==> src/rtl/ram_port_arbiter_pkg.sv <==
// Shared definitions for the RAM port arbiter: arbitration states and RAM geometry.
package ram_port_arbiter_pkg;

  localparam int unsigned RAM_ADDR_W = 9;
  localparam int unsigned DATA_W     = 32;

  typedef enum logic [1:0] {
    IDLE  = 2'd0,
    OWN_H = 2'd1,
    OWN_C = 2'd2
  } arb_state_t;

endpackage

==> src/rtl/ram_arb_fsm.sv <==
// Ownership FSM for the shared RAM port: round-robin between host and control
// unit, burst-limited unlocked tenures, lockable block transfers.
module ram_arb_fsm
  import ram_port_arbiter_pkg::*;
#(
  parameter int unsigned max_burst = 16
) (
  input  logic       clk,
  input  logic       rst,
  input  logic       h_req,
  input  logic       h_lock,
  input  logic       c_req,
  input  logic       c_lock,
  output arb_state_t state,
  output logic       access,
  output logic       h_gnt,
  output logic       c_gnt
);

  localparam logic [7:0] BURST_LAST = 8'(max_burst - 1);

  arb_state_t next_state;
  arb_state_t last;
  arb_state_t other;
  logic [7:0] burst_cnt;
  logic       own_req;
  logic       oth_req;
  logic       own_lock;

  always_comb begin
    own_req    = 1'b0;
    oth_req    = 1'b0;
    own_lock   = 1'b0;
    other      = IDLE;
    next_state = state;
    case (state)
      OWN_H: begin
        own_req  = h_req;
        oth_req  = c_req;
        own_lock = h_lock;
        other    = OWN_C;
      end
      OWN_C: begin
        own_req  = c_req;
        oth_req  = h_req;
        own_lock = c_lock;
        other    = OWN_H;
      end
      default: ;
    endcase

    case (state)
      IDLE: begin
        if (h_req && c_req)
          next_state = (last == OWN_H) ? OWN_C : OWN_H;
        else if (h_req)
          next_state = OWN_H;
        else if (c_req)
          next_state = OWN_C;
      end
      default: begin
        // >= so a count that ran past the limit under lock still yields once unlocked
        if (!own_req)
          next_state = oth_req ? other : IDLE;
        else if (oth_req && !own_lock && burst_cnt >= BURST_LAST)
          next_state = other;
      end
    endcase
  end

  assign access = own_req;
  assign h_gnt  = (state == OWN_H);
  assign c_gnt  = (state == OWN_C);

  always_ff @(posedge clk or posedge rst) begin
    if (rst) begin
      state     <= IDLE;
      last      <= OWN_C;
      burst_cnt <= '0;
    end else begin
      state <= next_state;
      if (state != IDLE && next_state != state)
        last <= state;
      if (next_state != state)
        burst_cnt <= '0;
      else if (access && burst_cnt != '1)
        burst_cnt <= burst_cnt + 8'd1;
    end
  end

endmodule

==> src/rtl/ram_port_arbiter.sv <==
// Shares the single synchronous RAM port between host loader and control unit;
// muxes the owner's request onto the RAM and steers read data back.
module ram_port_arbiter
  import ram_port_arbiter_pkg::*;
#(
  parameter int unsigned data_w    = DATA_W,
  parameter int unsigned addr_w    = RAM_ADDR_W,
  parameter int unsigned max_burst = 16
) (
  input  logic              clk,
  input  logic              rst,
  input  logic              h_req,
  input  logic              h_lock,
  input  logic              h_we,
  input  logic [addr_w-1:0] h_addr,
  input  logic [data_w-1:0] h_wdata,
  output logic              h_gnt,
  output logic              h_rvalid,
  input  logic              c_req,
  input  logic              c_lock,
  input  logic              c_we,
  input  logic [addr_w-1:0] c_addr,
  input  logic [data_w-1:0] c_wdata,
  output logic              c_gnt,
  output logic              c_rvalid,
  output logic [data_w-1:0] rdata,
  output logic [addr_w-1:0] ram_addr,
  output logic              ram_we,
  output logic [data_w-1:0] ram_wdata,
  input  logic [data_w-1:0] ram_rdata
);

  arb_state_t        state;
  logic              access;
  logic              rd_h;
  logic              rd_c;
  logic [data_w-1:0] rdata_q;

  ram_arb_fsm #(
    .max_burst(max_burst)
  ) u_fsm (
    .clk    (clk),
    .rst    (rst),
    .h_req  (h_req),
    .h_lock (h_lock),
    .c_req  (c_req),
    .c_lock (c_lock),
    .state  (state),
    .access (access),
    .h_gnt  (h_gnt),
    .c_gnt  (c_gnt)
  );

  always_comb begin
    ram_addr  = '0;
    ram_wdata = '0;
    ram_we    = 1'b0;
    rd_h      = 1'b0;
    rd_c      = 1'b0;
    case (state)
      OWN_H: begin
        ram_addr  = h_addr;
        ram_wdata = h_wdata;
        ram_we    = access & h_we;
        rd_h      = access & ~h_we;
      end
      OWN_C: begin
        ram_addr  = c_addr;
        ram_wdata = c_wdata;
        ram_we    = access & c_we;
        rd_c      = access & ~c_we;
      end
      default: ;
    endcase
  end

  always_ff @(posedge clk or posedge rst) begin
    if (rst) begin
      h_rvalid <= 1'b0;
      c_rvalid <= 1'b0;
      rdata_q  <= '0;
    end else begin
      h_rvalid <= rd_h;
      c_rvalid <= rd_c;
      if (h_rvalid || c_rvalid)
        rdata_q <= ram_rdata;
    end
  end

  // RAM data arrives in the rvalid cycle itself; pass it through, then hold it
  assign rdata = (h_rvalid || c_rvalid) ? ram_rdata : rdata_q;

endmodule

==> config.mk <==
export PLATFORM = sky130hd
export DESIGN_NAME = ram_port_arbiter
export DESIGN_NICKNAME = d
export VERILOG_FILES = /design/src/rtl/ram_port_arbiter_pkg.sv /design/src/rtl/ram_arb_fsm.sv /design/src/rtl/ram_port_arbiter.sv
export SDC_FILE = /design/constraint.sdc
export NUM_CORES = 1
export LEC_CHECK = 0
export ABC_AREA = 1
export BUFFER_PORTS_ARGS = -buffer_cell sky130_fd_sc_hd__buf_2
export CELL_PAD_IN_SITES_DETAIL_PLACEMENT = 1
export CELL_PAD_IN_SITES_GLOBAL_PLACEMENT = 2
export CORE_ASPECT_RATIO = 1.4
export CORE_UTILIZATION = 22
export CTS_BUF_LIST = sky130_fd_sc_hd__clkbuf_4
export DETAILED_ROUTE_END_ITERATION = 6
export PLACE_DENSITY = 0.83
export SETUP_SLACK_MARGIN = 0.1
export SYNTH_ARGS = -nofsm -noshare
export SYNTH_HDL_FRONTEND = slang
export SYNTH_SLANG_ARGS = --single-unit
export TNS_END_PERCENT = 100
==> constraint.sdc <==
create_clock -name clk -period 4.5 [get_ports clk]
set_clock_uncertainty 0.2 [all_clocks]
set_input_delay 0.675 -clock clk [delete_from_list [all_inputs] [get_ports clk]]
set_output_delay 0.675 -clock clk [all_outputs]
set_load 0.1 [all_outputs]
After elaboration in Yosys (flattened, before gate mapping). Cells that the tools add are included.

Bits in registers: 46. Output and inout bits: 78. Logic and storage cells: 49.

Reductions and logical operators: 10. $lt $le $gt $ge: 1. Muxes and demuxes: 20. Eq/ne operators: 5. Add/sub/neg operators: 1. Bitwise gates (word level): 6.

Operators with widths (number): $pmux 32 s2 (1); $mux 32 (1); $pmux 9 s2 (1); $mux 2 (8); $mux 8 (2); $add 8x1->8 const B (1); $ge 8x4->1 const B (1); $ne 8x8->1 const B (1); $pmux 1 s2 (4); $logic_and 1x1->1 (5); $and 1x1->1 (4); $eq 2x1->1 const B (2); $pmux 2 s2 (1); $reduce_bool 2->1 (2); $eq 2x2->1 const B (1); $logic_not 2->1 (1); $mux 1 (2); $ne 2x2->1 (1); $not 1->1 (2); $logic_not 1->1 (1); $logic_or 1x1->1 (1).

Depth between registers and ports, before layout. Gate-level depths: netlist of the first run.

Depth after elaboration: 10. Mapped depth: 18.

By module. From an unflattened synthesis of the first run, not the netlist that was laid out.

Cells, all modules: 411. Area, all modules: 2911.5 µm².

By module, submodules not included: ram_port_arbiter (cells each 294, times used 1, area each 2019.4 µm²); ram_arb_fsm (cells each 117, times used 1, area each 892.1 µm²).

Least setup slack after synthesis of the first run. OpenSTA, ideal clock, no wires.

Kind: flip-flop to output port. From: reg u_fsm.state[0]. To: out ram_we. Arrival: 4.097 ns. Setup slack: -0.472 ns. Stages on the path, launching flop included: 8. Buffers on the path: 1. Path through: dfrtp_1 -> inv_1 -> ha_1 -> buf_4 -> nand2_1 -> nand2_1 -> nand2_2 -> a211oi_1.

Longest elaborated chain between the ends: 4.

RTL lines: start, declared (RTL line ram_arb_fsm.sv:14) `output arb_state_t state,`; start signal, assigned (RTL line ram_arb_fsm.sv:81) `state <= next_state;`; $eq 2x2->1 (*); named net c_gnt (RTL line ram_port_arbiter.sv:24) `output logic c_gnt,`; $pmux 1 s2 (RTL line ram_arb_fsm.sv:36) `case (state)`; $and 1x1->1 (on tied branches) (RTL line ram_port_arbiter.sv:70, ram_port_arbiter.sv:64); $pmux 1 s2 (*) (RTL line ram_port_arbiter.sv:60) `case (state)`; end, declared (RTL line ram_port_arbiter.sv:28) `output logic ram_we,`.

The timed path passes the listed nets; every way through them passes the cells marked *.

Worst setup path after layout of the first run.
From: reg u_fsm.state[0]. To: out ram_wdata[29].

Longest elaborated chain between the ends: 2.

RTL lines: $eq 2x2->1 / $eq 2x1->1 (equally long branches) (RTL line ram_port_arbiter.sv:60); $pmux 32 s2 (*) (RTL line ram_port_arbiter.sv:60); end, declared (RTL line ram_port_arbiter.sv:29) `output logic [data_w-1:0] ram_wdata,`.

Every way passes the cells marked *; elsewhere a longest branch is shown, timed or not.

==> results of run 1 <==
-- worst max path at each step --
stage                        start            end  slack, ns
finish              u_fsm.state[0]  ram_wdata[29]       0.75
global route        u_fsm.state[0]  ram_wdata[29]       0.46
CTS                 u_fsm.state[0]  ram_wdata[29]       0.66
detailed placement  u_fsm.state[0]  ram_wdata[29]       1.13
global placement    u_fsm.state[0]  ram_wdata[29]       1.16
floorplan           u_fsm.state[1]    ram_addr[2]       0.15
-- Yosys cell counts --
library cell,instances
dfrtp_1,45
nor2_1,15
a21o_1,1
a211oi_1,1
mux2_2,32
a31oi_4,1
xnor2_1,2
ha_1,6
nand4_1,1
inv_2,1
nand3_1,16
clkbuf_1,15
o21ai_0,3
nand2_2,7
nor3b_2,1
buf_4,2
buf_6,1
dfstp_2,1
nor3_1,1
nand2_1,110
a21oi_1,44
inv_1,12
xor2_1,4
nor2_4,1
nor3b_1,1
-- cells in the final DEF, fill, tap and decap left out, drive strengths merged, types with 2 or more instances in the layout --
| master | n |
|---|---|
| a21oi | 44 |
| buf | 203 |
| clkbuf | 5 |
| dfrtp | 45 |
| ha | 6 |
| inv | 14 |
| mux2 | 32 |
| nand2 | 117 |
| nand3 | 16 |
| nor2 | 16 |
| nor3b | 2 |
| o21ai | 3 |
| xnor2 | 2 |
| xor2 | 4 |
-- stage by stage --
stage,hold WS [ns],cell area [µm²],util [%],worst slack (ns)
2_1_floorplan,0.2422,2684,-,0.1476
3_3_place_gp,0.2567,3814,32.26,1.160
3_5_place_dp,0.2628,3814,32.26,1.125
4_1_cts,0.2640,3895,32.95,0.6630
5_1_grt,0.2823,3895,32.95,0.4563
6_report,0.2782,3895,32.95,0.7544
-- layer usage --
| layer | global-route usage [%] | vias up |
|---|---|---|
| met2 | 25.99 | 155 |
| met1 | 15.52 | 1349 |
| met4 | 3.872 | 0 |
| li1 | - | 1436 |
| met5 | 0 | - |
| met3 | 4.425 | 10 |
-- final cells by class --
type | count | share of cell area, %
multi-input combinational | 247 | 36.01
sequential | 46 | 29.59
timing repair buffer | 203 | 26.34
tap | 147 | 4.722
inverter | 13 | 1.253
clock inverter | 3 | 1.124
clock buffer | 5 | 0.9637
-- flip-flops by register name, summed over array words and instances, names as in the netlist --
signal,flops
u_fsm.burst_cnt,8
h_rvalid,1
u_fsm.last,2
u_fsm.state,2
rdata_q,32
c_rvalid,1
-- cells by family (layout without fill, tap and decap cells) --
family                     after synthesis  in the layout  synth area share (%)
xor gates and xnor gates                 6              6                 1.962
and+or+nand+nor                        153            153                 23.73
AOI/OAI and AO/OA                       50             50                 10.14
DFF                                     46             46                 43.02
buffers and inverters                   31            224                 4.904
adders and majority gates                6              6                 2.802
muxes                                   32             32                 13.45
==> qor.txt, run 1 <==
Final ANT Viol Nets - 0
Placer Congestion - 0.7297
Share of post-route cells with drive strength above 1 - 49.90%
Mapped Nets - 452
Reg2reg start - u_fsm.state[1]
Max cap viols - 0
Multi-input gate area - 1403 µm²
Clk root buf - clkbuf_4
H-tree levels - 2
Worst slew pin tran - 1.234 ns
DRT Wirelength - 9.013 mm
I/O Pins - 200
Gr ovfl total - 0
Finished Layout Cells - 664
Crit. path cell count - 5
DIE AREA - 12630 µm²
CTS tree - done
Synth top area cells - dfrtp_1 (42%), nand2_1 (15%), mux2_2 (13%)
Vias in the first global route - 3022
Synthesized area - 2679 µm²
N_diodes - 0
Synthesized area per cell - 8.268 µm²
Fin crit share - 83.24%
Synth area leader - dfrtp_1
RSZ-0062 raised after global routing - no
Crit path top cell by count - inv_1
CTS Hold Bufs - 0
Critical path peak fanout - 41
Setup violations, final - 0
Area Growth Syn to Fin - 45.40%
Post-cts sizing count - 0
Yosys cell types - 25
WL/cell - 13.57 µm
Met2 WL - 4.600 mm
Hold Crit Class - in2reg
Global-route wire length before repair - 14.26 mm
CTS Sinks - 46
Slew HR - 17.67%
Site Rows - 47
CORE AREA - 11820 µm²
DRT Pass-1 Iters - 4
Port bufs - 199
Largest net degree at the start of global routing - 47
Initial DRC count - 49
Hold Path Depth - 2
Worst-case clock buffer depth - 2
FF+latch count, synth - 46
Status - complete, no violations
Post-CTS setup buffer count - 0
CP top delay family - buffers and inverters
# fillers - 1493
Post-synthesis instance total - 324
F_max - 267.0 MHz
Die Height - 132.6 µm
Num CTS Buffers - 5
Reg2reg path depth - 19
DP Wirelength - 7.399 mm
Worst path required time - 3.62 ns
Inst Count DP - 656
DR top layer - met4
Clk Latency, worst-skew pair - 0.37 ns
Via density - 4.443
Starting Density - 22.66%
Min-Delay Startpoint - c_we
Die W - 95.26 µm
Post-Route M1 WL - 3.412 mm
Nets@finish - 644
Crit end category - output pin
Startpoint Class - flop
Share of the synthesized area in the top cell type - 42.04%
Final hold violation count - 0
Final count of pins violating max slew - 0
DR DRC count - 0
Antenna violations before repair - 0
Flop2flop setup slack - 1.36 ns
WHS Endpoint - c_rvalid
Setup TNS Final - 0 ns
Critical path class - reg2out
Crit path cell chain - inv_1 > ha_1 > inv_1 > a21oi_1 > buf_2
GRT Util Overall - 14.28%
Clock-pin slew on the worst setup and hold paths - 0.14 ns
Met3 wire len - 887 µm
Via count - 2950
Crit path arrival time - 2.87 ns
Worst path bufs/invs - 3
Sequential fraction of the synthesis area - 43.02%
Period minus WS final - 3.746 ns
Slowest-stage cell, CP - inv_1
Crit-path max cell delay - 0.91 ns
Synth Warn # - 0
Register area - 1152 µm²
RR Endpoint - u_fsm.last[0]
Power of run 1 is left out: the tool's default activity adds up to more than one toggle a clock period on the data nets, which glitch-free logic cannot reach.
==> run 2: changes to the inputs <==
CORE_UTILIZATION = 21   (was 22)
PLACE_DENSITY = 0.79   (was 0.83)
clock period = 3.7 ns   (was 4.5 ns; I/O delays follow)
==> qor.txt, run 2 (synthesized netlist as in run 1, its figures left out) <==
Fin crit share - 90.09%
Clk Latency, worst-skew pair - 0.36 ns
# fillers - 1509
Final hold violation count - 0
Startpoint Class - flop
Critical path launch point - u_fsm.state[1]
Clk root buf - clkbuf_4
RR Endpoint - u_fsm.last[0]
Hold Crit Class - in2async
Commonest cells after routing, fill and taps aside - buf_2 (192), nand2_1 (110), dfrtp_1 (45)
CTS Sinks - 46
Max reg flops - 32
DRT Pass-1 Iters - 3
Critical path peak fanout - 22
Starting Density - 21.65%
Placer Congestion - 0.7186
Clock-pin slew on the worst setup and hold paths - 0.14 ns
Initial DRC count - 55
Final count of pins violating max slew - 0
Crit path arrival time - 2.58 ns
Worst slew pin tran - 0.6081 ns
Hold WS - 0.1138 ns
Area Growth Syn to Fin - 69.03%
Global-route wire length before repair - 15.59 mm
Status - complete, no violations
Most flop-heavy register - rdata_q
DP Wirelength - 7.948 mm
Worst path required time - 2.94 ns
Crit path to - ram_wdata[29]
Site Rows - 48
CTS Hold Bufs - 0
Die W - 97.46 µm
H-tree levels - 2
Largest net degree at the start of global routing - 47
WL/cell - 14.46 µm
Final ANT Viol Nets - 0
Reg2reg path depth - 16
DIE AREA - 13220 µm²
Num CTS Buffers - 5
Via count - 2978
I/O Pins - 200
Post-Layout Inst Area - 4528 µm²
Placed Area - 4427 µm²
Post-cts sizing count - 0
Nets@finish - 645
Via density - 4.458
Reg2reg start - u_fsm.state[1]
DRT Wirelength - 9.657 mm
Vias in the first global route - 3244
Port bufs - 199
Biggest regs - rdata_q x32, u_fsm.burst_cnt x8
Flop2flop setup slack - 0.81 ns
F_max - 300.0 MHz
Slew HR - 59.46%
RSZ-0062 raised after global routing - no
GRT Util Overall - 14.56%
Die Height - 135.6 µm
Period minus WS final - 3.333 ns
Setup violations, final - 0
Antenna violations before repair - 0
Most common cell after layout, fill and taps aside - buf_2
CTS tree - done
N_diodes - 0
Gr ovfl total - 0
Worst-case clock buffer depth - 2
Crit end category - output pin
Share of post-route cells with drive strength above 1 - 57.72%
DR DRC count - 0
Critical path class - reg2out
Max cap viols - 0
Post-CTS setup buffer count - 0
CORE AREA - 12370 µm²
Setup TNS Final - 0 ns
==> run 2: changes by cell type in the layout (fill, tap and decap cells not counted), moves of 2 or more <==
| cell | change |
|---|---|
| buf_2 | -7 |
| clkinv_1 | +2 |
| buf_12 | +9 |
| a21oi_4 | +41 |
| a21oi_1 | -41 |
==> run 2: routing by layer <==
metal  GRT usage (%)  routed length [µm]
met5               0                   0
met4           3.922                 104
met3           5.057                1064
met2           27.08                4845
met1           15.52                3644
==> run 2: cell type report <==
| cell class | instances | area, µm² | share of cell area (%) |
|---|---|---|---|
| clock buffer | 5 | 37.54 | 0.8290 |
| clock inverter | 3 | 63.81 | 1.409 |
| inverter | 13 | 51.30 | 1.133 |
| multi-input combinational | 247 | 1872 | 41.34 |
| sequential | 46 | 1152 | 25.45 |
| tap | 150 | 187.7 | 4.145 |
| timing repair buffer | 204 | 1164 | 25.70 |
==> run 2: per-stage QoR <==
stage               std cells  utilization (%)  setup slack (ns)
floorplan                 324                -            0.2343
detailed placement        660            35.78            0.7422
global route              668            36.60            0.1991
CTS                       668            36.60            0.2797
global placement          660            35.78            0.7548
finish                    668            36.60            0.3666
==> run 2: how the worst min path moves through the flow <==
stage                        from       endpoint  slack [ns]  cells past startpoint
global placement    u_fsm.last[1]  u_fsm.last[1]        0.25                      2
floorplan           u_fsm.last[1]  u_fsm.last[1]        0.24                      2
finish                        rst    rdata_q[28]        0.11                      3
detailed placement  u_fsm.last[0]  u_fsm.last[0]        0.27                      2
CTS                           rst    rdata_q[28]        0.11                      3
global route                 c_we       c_rvalid        0.15                      2
==> run 2: worst max-delay path, stage by stage (launching register included) <==
cell,delay [ns]
dfrtp_1,0.50
inv_1,0.15
ha_1,0.39
inv_4,0.48
buf_12,0.33
a21oi_4,0.04
buf_2,0.30
Power of run 2 is left out for the same reason.
